--- config.mk ---
export PLATFORM = sky130hd
export DESIGN_NAME = picorv32_write_buffer
export DESIGN_NICKNAME = d
export VERILOG_FILES = /design/src/rtl/picorv_wbuf_pkg.sv /design/src/rtl/picorv_wbuf_fifo.sv /design/src/rtl/picorv32_write_buffer.sv
export SDC_FILE = /design/constraint.sdc
export NUM_CORES = 1
export LEC_CHECK = 0
export CORE_AREA = 10 10 251 253
export DETAILED_ROUTE_END_ITERATION = 8
export DIE_AREA = 0 0 261 263
export MAX_ROUTING_LAYER = met4
export SYNTH_ARGS = -nofsm -noshare
export SYNTH_HDL_FRONTEND = slang
export SYNTH_SLANG_ARGS = --single-unit
--- constraint.sdc ---
create_clock -name clk -period 3.5 [get_ports clk]
set_clock_uncertainty 0.15 [all_clocks]
set_input_delay 0.875 -clock clk [delete_from_list [all_inputs] [get_ports clk]]
set_output_delay 0.875 -clock clk [all_outputs]
set_load 0.05 [all_outputs]
--- src/rtl/picorv_wbuf_pkg.sv ---
// Shared types for the PicoRV32 posted-write buffer: downstream FSM states,
// the queued write entry layout and the byte-strobe width.
package picorv_wbuf_pkg;

  localparam int WSTRB_W = 4;

  typedef enum logic [1:0] {
    IDLE  = 2'd0,
    DN_WR = 2'd1,
    DN_RD = 2'd2
  } dn_state_t;

  typedef struct packed {
    logic [31:0]        addr;
    logic [31:0]        wdata;
    logic [WSTRB_W-1:0] wstrb;
  } wbuf_entry_t;

  // A native-port request with any strobe bit set is a write.
  function automatic logic is_write(input logic [WSTRB_W-1:0] strb);
    return |strb;
  endfunction

endpackage

--- src/rtl/picorv_wbuf_fifo.sv ---
// Synchronous DEPTH-entry FIFO of write entries for the posted-write buffer.
// DEPTH must be a power of two (>= 2) so the pointers wrap by natural overflow.
// Push is ignored when full and pop is ignored when empty; both may occur in
// the same cycle. The head entry is presented combinationally from storage.
module picorv_wbuf_fifo
  import picorv_wbuf_pkg::*;
#(
  parameter int DEPTH = 4
) (
  input  logic                       clk,
  input  logic                       resetn,
  input  logic                       push,
  input  wbuf_entry_t                push_entry,
  input  logic                       pop,
  output wbuf_entry_t                head,
  output logic [$clog2(DEPTH):0]     count,
  output logic                       full,
  output logic                       empty
);

  localparam int PTR_W = $clog2(DEPTH);
  localparam int CNT_W = PTR_W + 1;

  wbuf_entry_t      mem [DEPTH];
  logic [PTR_W-1:0] wr_ptr;
  logic [PTR_W-1:0] rd_ptr;
  logic             push_ok;
  logic             pop_ok;

  assign full    = (count == CNT_W'(DEPTH));
  assign empty   = (count == '0);
  assign push_ok = push && !full;
  assign pop_ok  = pop && !empty;
  assign head    = mem[rd_ptr];

  // Entry storage: data only, never reset; validity is tracked by count.
  always_ff @(posedge clk) begin
    if (push_ok) begin
      mem[wr_ptr] <= push_entry;
    end
  end

  // Pointer and occupancy bookkeeping.
  always_ff @(posedge clk) begin
    if (!resetn) begin
      wr_ptr <= '0;
      rd_ptr <= '0;
      count  <= '0;
    end else begin
      if (push_ok) begin
        wr_ptr <= wr_ptr + PTR_W'(1);
      end
      if (pop_ok) begin
        rd_ptr <= rd_ptr + PTR_W'(1);
      end
      case ({push_ok, pop_ok})
        2'b10:   count <= count + CNT_W'(1);
        2'b01:   count <= count - CNT_W'(1);
        default: count <= count;
      endcase
    end
  end

endmodule

--- src/rtl/picorv32_write_buffer.sv ---
// Posted-write buffer between the PicoRV32 native memory port and the FreeAHB
// adapter. Writes are acknowledged as soon as they are queued and drained
// downstream in order; reads go downstream only once every queued write has
// drained, so the core never observes a read overtaking an earlier write.
//
// Optional feature macro: PICORV_WBUF_INSTR_BYPASS_EN
//   When defined, a pending instruction fetch may be issued ahead of queued
//   writes. Data reads still wait for the drain. Software must fence before
//   executing freshly written code.
//
// DEPTH must be a power of two, minimum 2.
module picorv32_write_buffer
  import picorv_wbuf_pkg::*;
#(
  parameter int DEPTH = 4
) (
  input  logic               clk,
  input  logic               resetn,
  // core side
  input  logic               mem_valid,
  input  logic               mem_instr,
  input  logic [31:0]        mem_addr,
  input  logic [31:0]        mem_wdata,
  input  logic [WSTRB_W-1:0] mem_wstrb,
  output logic               mem_ready,
  output logic [31:0]        mem_rdata,
  // downstream side (adapter mem_* inputs)
  output logic               dn_valid,
  output logic               dn_instr,
  output logic [31:0]        dn_addr,
  output logic [31:0]        dn_wdata,
  output logic [WSTRB_W-1:0] dn_wstrb,
  input  logic               dn_ready,
  input  logic [31:0]        dn_rdata,
  // status
  output logic               wbuf_empty
);

  localparam int CNT_W = $clog2(DEPTH) + 1;

  dn_state_t        state;
  wbuf_entry_t      head;
  wbuf_entry_t      push_entry;
  logic [CNT_W-1:0] fifo_count;
  logic             fifo_full;
  logic             fifo_empty;
  logic             push;
  logic             pop;
  logic             read_pending;
  logic             fetch_bypass;
  logic             rd_done;

  // A request is only considered while mem_ready is low, so the cycle that
  // acknowledges one request can never also accept or issue that request.
  assign push         = mem_valid && is_write(mem_wstrb) && !fifo_full && !mem_ready;
  assign read_pending = mem_valid && !is_write(mem_wstrb) && !mem_ready;
  assign pop          = (state == DN_WR) && dn_ready;
  assign rd_done      = (state == DN_RD) && dn_ready;

  assign push_entry.addr  = mem_addr;
  assign push_entry.wdata = mem_wdata;
  assign push_entry.wstrb = mem_wstrb;

`ifdef PICORV_WBUF_INSTR_BYPASS_EN
  // Fetches jump ahead of the drain; data reads still wait for it.
  assign fetch_bypass = read_pending && mem_instr;
`else
  assign fetch_bypass = 1'b0;
`endif

  // The head entry stays put until its downstream write completes, so the
  // popped entry is exactly the one that was on the dn_* bus.
  assign wbuf_empty = fifo_empty && (state != DN_WR);

  picorv_wbuf_fifo #(
    .DEPTH (DEPTH)
  ) u_fifo (
    .clk        (clk),
    .resetn     (resetn),
    .push       (push),
    .push_entry (push_entry),
    .pop        (pop),
    .head       (head),
    .count      (fifo_count),
    .full       (fifo_full),
    .empty      (fifo_empty)
  );

  // Downstream FSM plus the registered core-side acknowledge and read data.
  // Every transaction returns to IDLE for at least one cycle, which keeps
  // dn_valid low between back-to-back downstream transfers.
  always_ff @(posedge clk) begin
    if (!resetn) begin
      state     <= IDLE;
      dn_valid  <= 1'b0;
      dn_instr  <= 1'b0;
      dn_addr   <= '0;
      dn_wdata  <= '0;
      dn_wstrb  <= '0;
      mem_ready <= 1'b0;
      mem_rdata <= '0;
    end else begin
      mem_ready <= push || rd_done;
      if (rd_done) begin
        mem_rdata <= dn_rdata;
      end

      case (state)
        IDLE: begin
          if (fetch_bypass) begin
            state    <= DN_RD;
            dn_valid <= 1'b1;
            dn_instr <= mem_instr;
            dn_addr  <= mem_addr;
            dn_wdata <= '0;
            dn_wstrb <= '0;
          end else if (fifo_count != '0) begin
            state    <= DN_WR;
            dn_valid <= 1'b1;
            dn_instr <= 1'b0;
            dn_addr  <= head.addr;
            dn_wdata <= head.wdata;
            dn_wstrb <= head.wstrb;
          end else if (read_pending && !push) begin
            state    <= DN_RD;
            dn_valid <= 1'b1;
            dn_instr <= mem_instr;
            dn_addr  <= mem_addr;
            dn_wdata <= '0;
            dn_wstrb <= '0;
          end
        end
        DN_WR: begin
          if (dn_ready) begin
            state    <= IDLE;
            dn_valid <= 1'b0;
          end
        end
        DN_RD: begin
          if (dn_ready) begin
            state    <= IDLE;
            dn_valid <= 1'b0;
          end
        end
        default: begin
          state    <= IDLE;
          dn_valid <= 1'b0;
        end
      endcase
    end
  end

endmodule
* Yosys cells after proc, flatten, opt, wreduce, memory -nomap -nowiden
Memory sizes are Yosys's and may differ from the RTL's. A register that Yosys moved wholly into a read port is not among the register bits.
Index checks and enable logic that the tools add are counted.
** Cells by class
- Add/subtract/negate cells :: 4
- Equality and inequality tests :: 8
- Muxes and demuxes :: 21
- Reductions and logical operators :: 26
** Operator list (number)
- two-way mux 32 bit :: 4
- logical AND 1 bit :: 11
- two-way mux 2 bit :: 5
- two-way mux 4 bit :: 2
- two-way mux 1 bit :: 7
- case mux 3 bit (2 select lines) :: 1
- logical NOT 1 bit :: 5
- adder 2 x 1 -> 2 bit, second input constant :: 2
- == test 2 x 1 -> 1 bit, second input constant :: 2
- == test 2 bit, second input constant :: 2
- != test 2 x 1 -> 1 bit, second input constant :: 2
- case mux 2 bit (2 select lines) :: 1
- AND reduction 2 bit :: 2
- nonzero test 2 bit :: 2
- OR reduction 4 bit :: 1
- adder 3 x 1 -> 3 bit, second input constant :: 1
- == test 3 bit, second input constant :: 1
- logical NOT 3 bit :: 1
- != test 3 bit, second input constant :: 1
- nonzero test 3 bit :: 1
- subtractor 3 x 1 -> 3 bit, second input constant :: 1
- logical NOT 2 bit :: 1
- case mux 1 bit (2 select lines) :: 1
- OR reduction 2 bit :: 1
- logical OR 1 bit :: 1
** Storage, ports and cells
- Register bits :: 112
- Bits in writable memories :: 272
- Output and inout bits :: 104
- Logic and storage cells :: 71
- Memories :: 1
** Memory list
- u_fifo.mem :: depth 4, width 68, rd ports 1, clocked after memory_dff 1, wr ports 1, line picorv_wbuf_fifo.sv:24 : wbuf_entry_t mem [DEPTH];

* Logic depth before layout (Yosys ltp)
- Word-level depth :: 9
- Mapped depth :: 9
- Mapped depth without buffers :: 9

* By module
From an unflattened synthesis, not the netlist that was laid out.
** Second synthesis, totals
- Cell total of the unflattened synthesis :: 886
- Area, all modules :: 14614.0 sq um
** By module, submodules not included
- picorv_wbuf_fifo :: times used 1, cells an instance 410, area each 10324.9 sq um, sequential area each 8348.0 sq um
- picorv32_write_buffer :: times used 1, cells an instance 476, area each 4289.1 sq um, sequential area each 2102.0 sq um

* Worst setup path before layout
No wires, ideal clock.
- Path kind :: input port to flip-flop
- Start point :: input port mem_valid
- End point :: memory u_fifo.mem[2][0] (netlist name) (enable)
- Library setup time :: 0.433 ns
- Data arrival time :: 3.155 ns
- Required time :: 2.917 ns
- Slack :: -0.238 ns
- Stages :: 3
- Buffers on the path :: 0
- Cells stage by stage :: and2b_1 -> nor3b_2 -> and2_1
** Between the ends
- Cells in the longest elaborated chain, start to end :: 6
** RTL lines
- start, declared :: line picorv32_write_buffer.sv:20 : input logic mem_valid,
- logical AND 1 bit (3 in series) :: line picorv32_write_buffer.sv:55 : assign push = mem_valid && is_write(mem_wstrb) && !fifo_full && !mem_ready;
- logical AND 1 bit :: line picorv_wbuf_fifo.sv:32 : assign push_ok = push && !full;
- two-way mux 1 bit :: line picorv_wbuf_fifo.sv:38 : if (push_ok) begin
- two-way mux 1 bit (not written as such) :: line picorv_wbuf_fifo.sv:39 : mem[wr_ptr] <= push_entry;
- end, declared :: line picorv_wbuf_fifo.sv:24
Every way passes these cells.

* Final worst setup path
- Start point :: register u_fifo.count[2]
- End point :: output port wbuf_empty
** Between the ends
- Cells in the longest elaborated chain, start to end :: 2
** RTL lines
- start, declared :: line picorv_wbuf_fifo.sv:16 : output logic [$clog2(DEPTH):0] count,
- start signal, assigned :: line picorv_wbuf_fifo.sv:57 : 2'b10: count <= count + CNT_W'(1);
- start signal, assigned :: line picorv_wbuf_fifo.sv:58 : 2'b01: count <= count - CNT_W'(1);
- start signal, assigned :: line picorv_wbuf_fifo.sv:59 : default: count <= count;
- logical NOT 3 bit :: line picorv_wbuf_fifo.sv:31 : assign empty = (count == '0);
- logical AND 1 bit :: line picorv32_write_buffer.sv:73 : assign wbuf_empty = fifo_empty && (state != DN_WR);
- end, declared :: line picorv32_write_buffer.sv:36 : output logic wbuf_empty
Every way passes these cells.

==> results.cfg <==
[cells_and_area]
fillCellCount = 5640
area_growth_pct = 32.1
nets = 1213
instances_no_fill = 1908
finalCoreUtilization_pct = 32.6
multi_input_area_um2 = 3630
seq_area_um2 = 10500
drive_gt1_share_pct = 15.5

[critical_path]
cp_slowest_cell = or3_1
crit_buf_inv = 1
r2r-end = u_fifo.count[2]$_SDFFE_PN0P_
worstPathArrival_ps = 1850
critPathTopFamily = simple AND/OR/NAND/NOR gates
worstPathMaxFanout = 6
worstReg2RegStart = u_fifo.count[0]$_SDFFE_PN0P_
required_ps = 2470
worst-r2r-cell-count = 8
rrSetupSlack_ps = 1050
end_kind = output port
crit_chain = or3_1 > nor2_1 > buf_12
worstSetupPathType = flop to output port
start_kind = flop
critPathMaxStageDelay_ps = 500

[place]
gp_congestion = 0.717
post-place-cells = 1826
dp_hpwl_um = 22200
preCtsSetupSlack_ps = 26.2
port_buffers = 208

[detailed_routing]
drc_errors = 0
drtAntennaViolNets = 0
wire_per_inst_um = 19.1
via_count = 8269
drt-initial-drc-count = 479
drtPass1Iterations = 4
wirelength_um = 36500
vias_per_cell = 4.33

[power]
seqPwrFrac_pct = 43.3
internal_power_mw = 8.88
powerDensity_nw_per_um2 = 659
power.switching_mw = 3.63
sw_frac_of_total_pct = 29.0
peakVddDrop_mv = 0.477
clockPowerShare_pct = 36.7
comb_power_share_pct = 20.0
power.leakage_nw = 6.00

[sta]
slew_violations = 0
final-hold-violation-count = 0
fin_crit_sh_pct = 82.3
tightest_slew_ps = 1070
max_slew_margin_pct = 28.5
holdWs_ps = 310
rsz0062_at_grt = false
fin_setup_tns_ps = 0
setup_violations = 0
period_needed_ps = 2880
timing.fmax_mhz = 347
setup_ws_ps = 621

[clocking]
clk_path_buf_depth = 3
post_cts.repair.setup_buffers = 0
cts_root_buf = clkbuf_16
clk_latency_ps = 560
cts_buffers = 44
cts_sinks = 386
post_cts_resized = 0
holdBufCountCts = 0
clk_pin_slew_worst_paths_ps = 60
cts_tree = built
htreeDepth = 2

[die]
core_um2 = 58200
fp-row-count = 89
die_h_um = 263
io_pins = 209
die-area_um2 = 68600
start_util_pct = 24.7
die_w_um = 261

[worst_hold_path]
hold_end = dn_instr$_SDFFE_PN0P_
hold_path.class = flop to flop
worstHoldPathCells = 2
hp-start = dn_instr$_SDFFE_PN0P_

[synth]
synth_edf_count = 272
async_reset_ff_share_pct = 0
syn-instance-count = 875
synth_area_per_cell_um2 = 16.4
synth_cell_type_count = 39
syn_nets = 989
synthFlopType = edfxtp_1
ys_seq_area_share_pct = 72.7
yosysWarnings = 0
netlist_area_um2 = 14400
ys_seq_elements = 386

[run]
timing.max_cap.violations = 0

[global_routing]
grt_use_total_pct = 10.7
gr-total-overflow = 0
grt_antenna_before_repair = 1
grt_pass1_vias = 8776
grt_max_degree = 76
grt_pass1_wl_um = 54600

[outcome]
status = finished clean
==> kinds of logic (layout without fill, tap and decap cells) <==
logic type               count (synthesis)  count (layout)  synth area share, %
other                                    0               1                    0
multiplexers                            69              69                 10.7
XOR/XNOR                                 5               5                0.305
AO/OA/AOI/OAI                          178             178                 7.73
buffers and inverters                   64             323                 2.11
flip-flops                             386             386                 72.7
adder cells (fa/ha/maj)                  9               9                0.836
AND/OR/NAND/NOR                        164             164                 5.55
==> area by class of cell <==
class	instances	area share, %
clock inverter	16	0.831
multi-input combinational	425	19.1
antenna	1	0.0132
clock buffer	65	6.92
sequential	386	55.1
tap	773	5.10
inverter	8	0.158
timing repair buffer	234	12.8
==> worst max-delay path by stage <==
stage,startpoint,endpoint,slack (ps),cells past startpoint
2_1_floorplan,mem_valid,u_fifo.mem[0][0]$_DFFE_PP_,490,3
5_1_grt,mem_wstrb[1],u_fifo.count[2]$_SDFFE_PN0P_,440,11
3_3_place_gp,mem_wstrb[1],u_fifo.count[2]$_SDFFE_PN0P_,20,11
4_1_cts,u_fifo.count[2]$_SDFFE_PN0P_,wbuf_empty,540,3
3_5_place_dp,mem_wstrb[1],u_fifo.count[2]$_SDFFE_PN0P_,30,11
6_report,u_fifo.count[2]$_SDFFE_PN0P_,wbuf_empty,620,3
==> metal layers <==
metal  global-route usage (%)  part of all wire, %  up-vias
li1                         -                    -     3791
met3                     2.83                  6.9       57
met5                        -                    0        -
met2                     16.5                   46      257
met1                     13.4                   44     4164
met4                     3.52                  2.5        0
==> tightest hold or removal path: cells and delay by family (launching register included) <==
kind	cells	cell delay (ps)
AOI/OAI and AO/OA	1	60
DFF	1	310
and+or+nand+nor	1	50
==> through the flow <==
step	total power [mW]	cell area, um2
final	12.5	19000
after global routing	13.1	19000
after CTS	12.7	19000
after detailed placement	8.06	17500
after global placement	8.03	17500
after floorplan	7.04	14400
==> cell usage after synthesis (all sizes together) (2+ instances only) <==
master / n / area (um2)
nand2: 101 / 379
and2: 9 / 56.3
buf: 26 / 159
mux4: 68 / 1530
nand3: 2 / 10.0
clkbuf: 30 / 114
ha: 8 / 100
nor2b: 40 / 250
or3: 2 / 12.5
a21oi: 66 / 330
dfxtp: 114 / 2280
edfxtp: 272 / 8170
nor3b: 3 / 27.5
xnor2: 4 / 35.0
a22oi: 37 / 278
o21ai: 35 / 175
a21boi: 34 / 255
inv: 8 / 30.0
a31oi: 2 / 27.5
==> power groups by stage <==
stage	Sequential, mW	Combinational [mW]	Clock [mW]
global placement	5.51	2.52	0
detailed placement	5.52	2.54	0
finish	5.42	2.50	4.59
global route	5.46	2.68	4.93
floorplan	6.16	0.881	0
CTS	5.43	2.55	4.75
==> registers in the layout (all words and copies together), names as in the netlist, named ones only <==
register / cells
u_fifo.rd_ptr: 2
state: 2
dn_instr: 1
u_fifo.wr_ptr: 2
mem_rdata: 32
u_fifo.count: 3
dn_valid: 1
dn_wstrb: 4
dn_wdata: 32
mem_ready: 1
u_fifo.mem: 272
dn_addr: 32
==> layout by cell type, fill, tap and decap left out, types with 34 or more instances in the layout <==
cell and instances:
o21ai_0 35, nand2_1 101, dfxtp_1 112, mux4_2 68, a21boi_0 34, a22oi_1 37, clkbuf_16 47, nor2b_1 40
edfxtp_1 272, clkdlybuf4s50_1 206, a21oi_1 66
Note: power is estimated with default switching activity, not from simulation.
==> patch, RTL diff (same settings) <==
Encoding of `dn_state_t`: now one-hot (3 bits for 3 states).
--- a/src/rtl/picorv_wbuf_pkg.sv
+++ b/src/rtl/picorv_wbuf_pkg.sv
@@ -5,8 +5,8 @@
   localparam int WSTRB_W = 4;
 
-  typedef enum logic [1:0] {
-    IDLE  = 2'd0,
-    DN_WR = 2'd1,
-    DN_RD = 2'd2
+  typedef enum logic [2:0] {
+    IDLE  = 3'b001,
+    DN_WR = 3'b010,
+    DN_RD = 3'b100
   } dn_state_t;
 
Function: no difference found for any inputs over 4 cycles, from zero or initial values and one cycle with resetn low; so few cycles prove little.
==> patch against the unedited design <==
  * The run now fails in 5_2_route
  * Area after synthesis is 2.1% lower
==> patch: results (changes against the unedited design) <==
* RD Place Congestion at 0.676 (-5.7%)
* Placed cell area at 17,300 µm² (-1.4%)
* Post-Synthesis Cells at 774 (-12%)
* Number of enable flip-flop cells after synthesis at 272 (unchanged)
* Worst EP post-GRT repair: wbuf_empty
* Mapped Avg Cell Area at 18.2 µm² (+11%)
* DP HPWL at 21.7 mm (-2.4%)
* Worst endpoint type: primary output
* Top cells by area, synth: edfxtp_1 (58%), dfxtp_1 (16%), mux4_2 (11%)
* H-tree depth at 2 (unchanged)
* Seq/Total Area, Yosys at 74.4% (+1.7 points)
* Number of global-route vias before repair at 8,524 (-2.9%)
* DP Worst Slack at -4.54 ps (-30.7 ps)
* XOR/XNOR Fraction of Synth Area at 0.374% (+0.069 points)
* Synth unique cells at 42 (+7.7%)
* Root Driver: clkbuf_16
* Synth warn at 0 (unchanged)
* Clk buf depth at 3 (unchanged)
* Synth cell count leaders: edfxtp_1 (272), dfxtp_1 (115), nand2_1 (69)
* Postcts setup bufs at 0 (unchanged)
* GRT Total Usage at 10.4% (-0.26 points)
* Number of synthesized register bits at 387 (+0.26%)
* Initial antenna violation count at 3 (+2)
* Placed insts at 1,735 (-5.0%)
* Tool error: [ERROR DRT-0255] Maze Route cannot find path of net clk in worker of routeBox ( 241500 96600 ) ( 261000 144900 ).
* Synth Area in Adders at 0.587% (-0.25 points)
* Status: aborted with a tool error
* CTS buffer count at 44 (unchanged)
* Fraction of synthesized area in multiplexers at 11.0% (+0.23 points)
* Post-synth ARST share at 0% (unchanged)
* Largest net degree at the start of global routing at 47 (-38%)
* # port buffers at 208 (unchanged)
* Syn_nets at 885 (-11%)
* First-pass GRT wire length at 53.0 mm (-3.0%)
* Post-synthesis compound-gate area fraction at 8.26% (+0.53 points)
* Synth Flop Type: edfxtp_1
* Fail Step: 5_2_route
[patch: cell types whose count changed after synthesis, moves of 33 or more]
cell      before  now
a21boi_0      34    0
a22o_1         0   36
a22oi_1       37    0
nor2b_1       40    1
o21a_1         1   34
o21ai_0       35    1
[patch: cell families after synthesis]
| kind of cell | after synthesis |
|---|---|
| AOI/OAI and AO/OA | 144 |
| DFF | 387 |
| adders and majority gates | 6 |
| and+or+nand+nor | 104 |
| buffers and inverters | 58 |
| xor gates and xnor gates | 6 |
| muxes | 69 |
[patch: repair_timing]
item	4_1_cts	5_1_grt
hold endpoints to repair	0	0
endpoints found under the setup margin	0	1
gates resized for setup	0	1
[patch: per-layer routing]
metal,global-route usage (%)
met1,12.9
met2,16.0
met3,3.20
met4,3.42
met5,-
[patch: stage by stage]
| stage | setup TNS (ps) | utilization, % |
|---|---|---|
| 5_1_grt | 0 | 32.3 |
| 4_1_cts | 0 | 32.3 |
| 3_5_place_dp | -4.54 | 29.6 |
| 3_3_place_gp | 0 | 29.6 |
| 2_1_floorplan | 0 | - |
